$ cat src/rtl/poly_solver_pkg.sv
// Shared types for the quadratic root search: state encoding, ALU operations, datapath controls.
// Optional feature macro: POLY_SOLVER_ALL_ROOTS_EN (count every root instead of stopping at the first).
package poly_solver_pkg;

    localparam int DEFAULT_WIDTH = 8;

    typedef enum logic [4:0] {
        S_LOAD_A      = 5'd0,
        S_LOAD_A_WAIT = 5'd1,
        S_LOAD_B      = 5'd2,
        S_LOAD_B_WAIT = 5'd3,
        S_LOAD_C      = 5'd4,
        S_LOAD_C_WAIT = 5'd5,
        S_LOAD_Y      = 5'd6,
        S_LOAD_Y_WAIT = 5'd7,
        S_INIT        = 5'd8,
        S_EVAL_0      = 5'd9,
        S_EVAL_1      = 5'd10,
        S_EVAL_2      = 5'd11,
        S_EVAL_3      = 5'd12,
        S_CMP         = 5'd13,
        S_DONE        = 5'd14,
        S_DONE_WAIT   = 5'd15
    } state_t;

    typedef enum logic [2:0] {
        ALU_NOP    = 3'd0,
        ALU_MUL_AX = 3'd1,
        ALU_ADD_B  = 3'd2,
        ALU_MUL_X  = 3'd3,
        ALU_ADD_C  = 3'd4
    } alu_op_t;

    typedef struct packed {
        logic ld_a;
        logic ld_b;
        logic ld_c;
        logic ld_y;
        logic x_clr;
        logic x_inc;
    } dp_ctrl_t;

endpackage

$ cat src/rtl/poly_solver_if.sv
// Operand/result bus of the root solver; root_count exists only with POLY_SOLVER_ALL_ROOTS_EN.
// go is a level strobe: one value is taken per high phase, and the next value needs go low again.
interface poly_solver_if #(parameter int WIDTH = poly_solver_pkg::DEFAULT_WIDTH);

    logic             go;
    logic [WIDTH-1:0] data_in;
    logic [WIDTH-1:0] x_result;
    logic             found;
    logic             done;
`ifdef POLY_SOLVER_ALL_ROOTS_EN
    logic [WIDTH:0]   root_count;
`endif

    modport master (
        output go, data_in,
`ifdef POLY_SOLVER_ALL_ROOTS_EN
        input  root_count,
`endif
        input  x_result, found, done
    );

    modport slave (
        input  go, data_in,
`ifdef POLY_SOLVER_ALL_ROOTS_EN
        output root_count,
`endif
        output x_result, found, done
    );

endinterface

$ cat src/rtl/poly_solver_datapath.sv
// Horner-form evaluator of A*x^2 + B*x + C = ((A*x) + B)*x + C, one ALU step per cycle,
// with operand registers, candidate counter x and a comparator against Y.
module poly_solver_datapath
    import poly_solver_pkg::*;
#(
    parameter int WIDTH = DEFAULT_WIDTH
) (
    input  logic             clk,
    input  logic             resetn,
    input  logic [WIDTH-1:0] i_data_in,
    input  dp_ctrl_t         i_ctrl,
    input  alu_op_t          i_alu_op,
    output logic [WIDTH-1:0] o_x,
    output logic             o_match,
    output logic             o_x_last
);

    logic [WIDTH-1:0] r_a, r_b, r_c, r_y, r_x, r_t;
    logic [WIDTH-1:0] w_op_a, w_op_b, w_alu;
    logic             w_is_mul;

    // Operand A is the accumulator t except for the first step, which starts from A.
    always_comb begin
        w_op_a = r_t;
        w_op_b = r_x;
        case (i_alu_op)
            ALU_MUL_AX: w_op_a = r_a;
            ALU_ADD_B:  w_op_b = r_b;
            ALU_ADD_C:  w_op_b = r_c;
            default:    ;
        endcase
        w_is_mul = (i_alu_op == ALU_MUL_AX) || (i_alu_op == ALU_MUL_X);
        w_alu    = w_is_mul ? (w_op_a * w_op_b) : (w_op_a + w_op_b);
    end

    always_ff @(posedge clk) begin
        if (!resetn) begin
            r_a <= '0;
            r_b <= '0;
            r_c <= '0;
            r_y <= '0;
            r_x <= '0;
            r_t <= '0;
        end else begin
            if (i_ctrl.ld_a) r_a <= i_data_in;
            if (i_ctrl.ld_b) r_b <= i_data_in;
            if (i_ctrl.ld_c) r_c <= i_data_in;
            if (i_ctrl.ld_y) r_y <= i_data_in;
            if (i_ctrl.x_clr)      r_x <= '0;
            else if (i_ctrl.x_inc) r_x <= r_x + 1'b1;
            if (i_alu_op != ALU_NOP) r_t <= w_alu;
        end
    end

    assign o_x      = r_x;
    assign o_match  = (r_t == r_y);
    assign o_x_last = &r_x;

endmodule

$ cat src/rtl/poly_solver.sv
// Control FSM for the root search: loads A, B, C, Y with go press/release, then tries x = 0.. upward.
// POLY_SOLVER_ALL_ROOTS_EN: scan every x, keep the first root and count all of them in root_count.
module poly_solver
    import poly_solver_pkg::*;
#(
    parameter int WIDTH = DEFAULT_WIDTH
) (
    input  logic              clk,
    input  logic              resetn,
    poly_solver_if.slave      bus,
    output state_t            o_dbg_state
);

    state_t           r_state;
    logic             r_done;
    logic             r_found;
    logic [WIDTH-1:0] r_x_result;
`ifdef POLY_SOLVER_ALL_ROOTS_EN
    logic [WIDTH:0]   r_root_count;
`endif

    dp_ctrl_t         w_ctrl;
    alu_op_t          w_alu_op;
    logic [WIDTH-1:0] w_x;
    logic             w_match;
    logic             w_x_last;
    logic             w_stop;

`ifdef POLY_SOLVER_ALL_ROOTS_EN
    assign w_stop = w_x_last;
`else
    assign w_stop = w_match || w_x_last;
`endif

    always_comb begin
        w_ctrl   = '0;
        w_alu_op = ALU_NOP;
        case (r_state)
            S_LOAD_A: w_ctrl.ld_a  = 1'b1;
            S_LOAD_B: w_ctrl.ld_b  = 1'b1;
            S_LOAD_C: w_ctrl.ld_c  = 1'b1;
            S_LOAD_Y: w_ctrl.ld_y  = 1'b1;
            S_INIT:   w_ctrl.x_clr = 1'b1;
            S_EVAL_0: w_alu_op     = ALU_MUL_AX;
            S_EVAL_1: w_alu_op     = ALU_ADD_B;
            S_EVAL_2: w_alu_op     = ALU_MUL_X;
            S_EVAL_3: w_alu_op     = ALU_ADD_C;
            S_CMP:    w_ctrl.x_inc = !w_stop;
            default:  ;
        endcase
    end

    always_ff @(posedge clk) begin
        if (!resetn) begin
            r_state      <= S_LOAD_A;
            r_done       <= 1'b0;
            r_found      <= 1'b0;
            r_x_result   <= '0;
`ifdef POLY_SOLVER_ALL_ROOTS_EN
            r_root_count <= '0;
`endif
        end else begin
            case (r_state)
                S_LOAD_A:      if (bus.go)  r_state <= S_LOAD_A_WAIT;
                S_LOAD_A_WAIT: if (!bus.go) r_state <= S_LOAD_B;
                S_LOAD_B:      if (bus.go)  r_state <= S_LOAD_B_WAIT;
                S_LOAD_B_WAIT: if (!bus.go) r_state <= S_LOAD_C;
                S_LOAD_C:      if (bus.go)  r_state <= S_LOAD_C_WAIT;
                S_LOAD_C_WAIT: if (!bus.go) r_state <= S_LOAD_Y;
                S_LOAD_Y:      if (bus.go)  r_state <= S_LOAD_Y_WAIT;
                S_LOAD_Y_WAIT: if (!bus.go) r_state <= S_INIT;
                S_INIT: begin
                    r_found      <= 1'b0;
                    r_x_result   <= '0;
`ifdef POLY_SOLVER_ALL_ROOTS_EN
                    r_root_count <= '0;
`endif
                    r_state      <= S_EVAL_0;
                end
                S_EVAL_0: r_state <= S_EVAL_1;
                S_EVAL_1: r_state <= S_EVAL_2;
                S_EVAL_2: r_state <= S_EVAL_3;
                S_EVAL_3: r_state <= S_CMP;
                S_CMP: begin
`ifdef POLY_SOLVER_ALL_ROOTS_EN
                    if (w_match) begin
                        r_root_count <= r_root_count + 1'b1;
                        if (!r_found) begin
                            r_found    <= 1'b1;
                            r_x_result <= w_x;
                        end
                    end
`else
                    if (w_match) begin
                        r_found    <= 1'b1;
                        r_x_result <= w_x;
                    end
`endif
                    if (w_stop) begin
                        r_state <= S_DONE;
                        r_done  <= 1'b1;
                    end else begin
                        r_state <= S_EVAL_0;
                    end
                end
                // done is a one-state flag; results stay put until the next S_INIT.
                S_DONE: begin
                    r_done  <= 1'b0;
                    r_state <= bus.go ? S_DONE_WAIT : S_LOAD_A;
                end
                S_DONE_WAIT: if (!bus.go) r_state <= S_LOAD_A;
                default: r_state <= S_LOAD_A;
            endcase
        end
    end

    poly_solver_datapath #(.WIDTH(WIDTH)) u_datapath (
        .clk       (clk),
        .resetn    (resetn),
        .i_data_in (bus.data_in),
        .i_ctrl    (w_ctrl),
        .i_alu_op  (w_alu_op),
        .o_x       (w_x),
        .o_match   (w_match),
        .o_x_last  (w_x_last)
    );

    assign bus.x_result = r_x_result;
    assign bus.found    = r_found;
    assign bus.done     = r_done;
`ifdef POLY_SOLVER_ALL_ROOTS_EN
    assign bus.root_count = r_root_count;
`endif
    assign o_dbg_state  = r_state;

endmodule

$ cat src/flat_wrapper.sv
// flat-port wrapper written by rule: the top's interface ports become plain ports
module poly_solver_flat import poly_solver_pkg::*;
#(
    parameter int WIDTH = DEFAULT_WIDTH
)
  (clk, resetn, o_dbg_state, bus_go, bus_data_in, bus_x_result, bus_found, bus_done);
  poly_solver_if #(.WIDTH(WIDTH)) bus_i ();
  input  logic clk;
  input  logic resetn;
  output state_t o_dbg_state;
  input wire logic [$bits(bus_i.go)-1:0] bus_go;
  input wire logic [$bits(bus_i.data_in)-1:0] bus_data_in;
  output wire logic [$bits(bus_i.x_result)-1:0] bus_x_result;
  output wire logic [$bits(bus_i.found)-1:0] bus_found;
  output wire logic [$bits(bus_i.done)-1:0] bus_done;
  assign bus_i.go = bus_go;
  assign bus_i.data_in = bus_data_in;
  assign bus_x_result = bus_i.x_result;
  assign bus_found = bus_i.found;
  assign bus_done = bus_i.done;
  poly_solver #(.WIDTH(WIDTH)) u_core (.clk(clk), .resetn(resetn), .bus(bus_i), .o_dbg_state(o_dbg_state));
endmodule
$ cat config.mk
export PLATFORM = sky130hd
export DESIGN_NAME = poly_solver_flat
export DESIGN_NICKNAME = d
export VERILOG_FILES = /design/src/rtl/poly_solver_pkg.sv /design/src/rtl/poly_solver_if.sv /design/src/rtl/poly_solver_datapath.sv /design/src/rtl/poly_solver.sv /design/src/flat_wrapper.sv
export SDC_FILE = /design/constraint.sdc
export NUM_CORES = 1
export LEC_CHECK = 0
export CAP_MARGIN = 20
export CORE_ASPECT_RATIO = 0.5
export CORE_MARGIN = 5
export CORE_UTILIZATION = 50
export DETAILED_ROUTE_END_ITERATION = 12
export PLACE_DENSITY = 0.69
export REMOVE_ABC_BUFFERS = 1
export SLEW_MARGIN = 30
export SYNTH_ARGS = -nofsm -noshare
export SYNTH_HDL_FRONTEND = slang
export SYNTH_SLANG_ARGS = --single-unit
export TNS_END_PERCENT = 1
$ cat constraint.sdc
create_clock -name clk -period 6.88 [get_ports clk]
set_input_delay 0.688 -clock clk [delete_from_list [all_inputs] [get_ports clk]]
set_output_delay 0.688 -clock clk [all_outputs]
set_load 0.02 [all_outputs]
==> results.py <==
metrics = {
    "global_routing": {
        "grt_pass1_vias": 3252,
        "grt_pass1_wl_um": 17250,
        "antenna_found_initial": 0,
        "grt_max_degree": 49,
        "track_usage": 0.2140,
        "grt-ovfl-total": 0,
    },
    "clock_network": {
        "cts_setup_buffers": 0,
        "tritoncts": "built",
        "cts-buffers-inserted": 9,
        "clock-root-buffer": "clkbuf_16",
        "cts.sinks": 62,
        "clock_path_buffers": 2,
        "path_clk_slew_ps": 60,
        "clkLatencyLatePin_ps": 330,
        "post_cts_resized": 0,
        "cts_hold_buf": 0,
        "h-tree-depth": 3,
    },
    "sta": {
        "holdWs_ps": 460.6,
        "slew_headroom": 0.3858,
        "period_share": 0.8335,
        "slew_violations": 0,
        "tightest_slew_ps": 920.0,
        "rsz0062_at_grt": "no",
        "final.setup.tns_ps": 0,
        "finalSetupViolCount": 0,
        "finalCriticalPeriod_ps": 5734,
        "hold_viol": 0,
        "fmax_mhz": 174.4,
        "finClkSkew_ps": 7.254,
    },
    "synthesis": {
        "ys_ff_latch": 62,
        "async_flop_share": 0,
        "yosysTopAreaCell": "dfxtp_1",
        "yosys_warnings": 0,
        "synthDistinctLibCells": 55,
        "synth_edf_count": 0,
        "ys_top_cells_by_area": "dfxtp_1 (29%), ha_1 (7.1%), nand2_1 (6.5%)",
        "yosysMostFrequentCell": "nand2_1",
        "synthTopCellsByCount": "nand2_1 (73), dfxtp_1 (62), inv_1 (45)",
        "synth_top_flop_cell": "dfxtp_1",
        "synth-seq-area-share": 0.2947,
        "synth_cells": 501,
        "synth_top_area_frac": 0.2947,
        "syn-cell-area_um2": 4212,
        "avgSynthCellArea_um2": 8.406,
    },
    "detailed_routing": {
        "vias": 3500,
        "wl_per_cell_um": 17.14,
        "postRouteWirelength_um": 10810,
        "dr.pass1.iters": 4,
        "via_per_inst": 5.547,
        "drc_errors": 0,
        "antenna_left": 0,
        "drt_iter0_drc": 328,
    },
    "setup_path": {
        "path_class": "register to register",
        "start_kind": "register",
        "reg2reg_slack_ps": 1150,
        "cp_max_fo": 29,
        "crit_path_end_kind": "register",
        "critPathCapture": "u_core.u_datapath.r_t[7]$_SDFFE_PN0P_",
        "critPathLaunch": "u_core.o_dbg_state[0]$_SDFFE_PN0P_",
        "worstPathArrival_ps": 5990,
        "required_ps": 7140,
        "r2r_cells": 18,
        "r2r-start": "u_core.o_dbg_state[0]$_SDFFE_PN0P_",
        "reg2reg_to": "u_core.u_datapath.r_t[7]$_SDFFE_PN0P_",
    },
    "layout": {
        "diodes": 0,
        "area_delta_synth_final_pct": 14.32,
        "seq_area_um2": 1242,
        "fillers": 768,
        "drive_gt1_frac": 0.05780,
        "finalInstanceArea_um2": 4815,
        "multi_input_area_um2": 2694,
        "utilization": 0.5933,
        "finalNetCount": 562,
    },
    "floorplanning": {
        "core_um2": 8115,
        "start_util": 0.5190,
        "die_y_um": 74.90,
        "io_pins": 26,
        "dieArea_um2": 10470,
        "placementRows": 23,
        "fp.dieW_um": 139.8,
    },
    "pwr": {
        "seqPwrFrac": 0.430,
        "power.leakage_nw": 2.033,
        "comb_power_share": 0.045,
        "pwr-share-clk": 0.526,
        "ir_drop_mv": 0.1344,
        "powerDensity_nw_per_um2": 181.0,
        "internal_power_mw": 0.6658,
        "switching_share": 0.2359,
        "p_sw_mw": 0.2056,
    },
    "placement": {
        "dpl_cell_area_um2": 4504,
        "port_buffers": 24,
        "dp_hpwl_um": 8152,
        "routabilityCongestion": 0.9449,
    },
    "run": {
        "cap_violations": 0,
    },
    "min_path": {
        "min_path_type": "register to register",
    },
    "run_status": {
        "status": "complete, no violations",
    },
}
[placed cells by master, fill, tap and decap left out, types with 4 or more instances in the layout]
cell,Yosys,layout
or3_1,4,4
nor3b_1,5,5
xnor2_1,19,19
xor2_1,10,10
nand2b_1,5,5
o21ai_0,14,14
o211ai_1,4,4
o211a_1,7,7
nor2b_1,13,13
buf_4,2,4
clkdlybuf4s50_1,0,24
a21boi_0,27,27
a22o_1,8,8
dfxtp_1,62,61
a21o_1,6,6
nor3_1,8,6
mux2i_1,16,16
nand3_1,4,4
nor2_1,37,37
fa_1,13,13
nand4_1,6,6
inv_1,45,45
a21oi_1,16,16
ha_1,24,24
nor4bb_1,4,4
clkbuf_16,0,9
nand2_1,73,73
[final cells by class]
class | instances | area share
multi-input cells | 368 | 0.5595
flip-flops and latches | 62 | 0.2581
clock inverters | 6 | 0.01455
clock buffers | 10 | 0.04756
well taps | 112 | 0.02911
repair buffers | 28 | 0.05613
inverters | 45 | 0.03508
[flip-flops by register name, summed over array words and instances, names as in the netlist]
| register | flops |
|---|---|
| u_core.u_datapath.r_c | 8 |
| u_core.u_datapath.o_x | 8 |
| u_core.u_datapath.r_y | 8 |
| u_core.bus.done | 1 |
| u_core.o_dbg_state | 4 |
| u_core.u_datapath.r_a | 8 |
| u_core.u_datapath.r_b | 8 |
| u_core.bus.x_result | 8 |
| u_core.u_datapath.r_t | 8 |
| u_core.bus.found | 1 |
[power groups by stage]
stage          Combinational, mW  Clock, mW  Sequential (mW)
4_1_cts                   0.0388      0.466            0.373
2_1_floorplan             0.0200          0            0.378
3_5_place_dp              0.0387          0            0.381
6_report                  0.0389      0.458            0.374
3_3_place_gp              0.0384          0            0.381
5_1_grt                   0.0419      0.479            0.375
[through the flow]
step,setup WS [ps],total power [mW],instances
3_3_place_gp,1305,0.4196,615
3_5_place_dp,1233,0.4199,615
2_1_floorplan,1737,0.3984,475
6_report,1146,0.8714,631
5_1_grt,800.9,0.8958,631
4_1_cts,1231,0.8780,631
[critical path, cell delays in order (launching register included)]
cell       delay [ps]
dfxtp_1           920
and4bb_1          580
mux2i_1           510
inv_1             110
ha_1              230
inv_1             120
fa_1              400
inv_1              70
ha_1              240
fa_1              540
inv_1              50
fa_1              530
inv_1              40
ha_1              310
a21oi_1           180
xnor3_1           250
xnor3_1           220
xnor3_1           210
o2bb2ai_1         140
[layer usage]
| layer | global-route usage | wire length, um | up-vias |
|---|---|---|---|
| met5 | 0 | 0 | - |
| met4 | 0.05263 | 81 | 0 |
| met3 | 0.05076 | 800 | 9 |
| met2 | 0.2991 | 4213 | 104 |
| met1 | 0.3294 | 5718 | 1656 |
| li1 | - | - | 1731 |
[worst min-delay path by stage]
stage / from / endpoint / depth (start not counted)
2_1_floorplan: u_core.u_datapath.r_b[0]$_SDFFE_PN0P_ / u_core.u_datapath.r_b[0]$_SDFFE_PN0P_ / 2
3_3_place_gp: u_core.bus.found$_SDFFE_PN0P_ / u_core.bus.found$_SDFFE_PN0P_ / 1
3_5_place_dp: u_core.bus.found$_SDFFE_PN0P_ / u_core.bus.found$_SDFFE_PN0P_ / 1
4_1_cts: u_core.bus.found$_SDFFE_PN0P_ / u_core.bus.found$_SDFFE_PN0P_ / 1
5_1_grt: u_core.bus.found$_SDFFE_PN0P_ / u_core.bus.found$_SDFFE_PN0P_ / 1
6_report: u_core.bus.found$_SDFFE_PN0P_ / u_core.bus.found$_SDFFE_PN0P_ / 1
[kinds of logic after synthesis]
kind of cell	Yosys count	share of synthesized area
buffers and inverters	71	0.06803
XOR/XNOR	32	0.07635
other	1	0.0008904
flip-flops	62	0.2947
AND/OR/NAND/NOR	181	0.2169
multiplexers	18	0.04426
adder cells (fa/ha/maj)	37	0.1331
AO/OA/AOI/OAI	99	0.1658
Note: power is estimated with default switching activity, not from simulation.
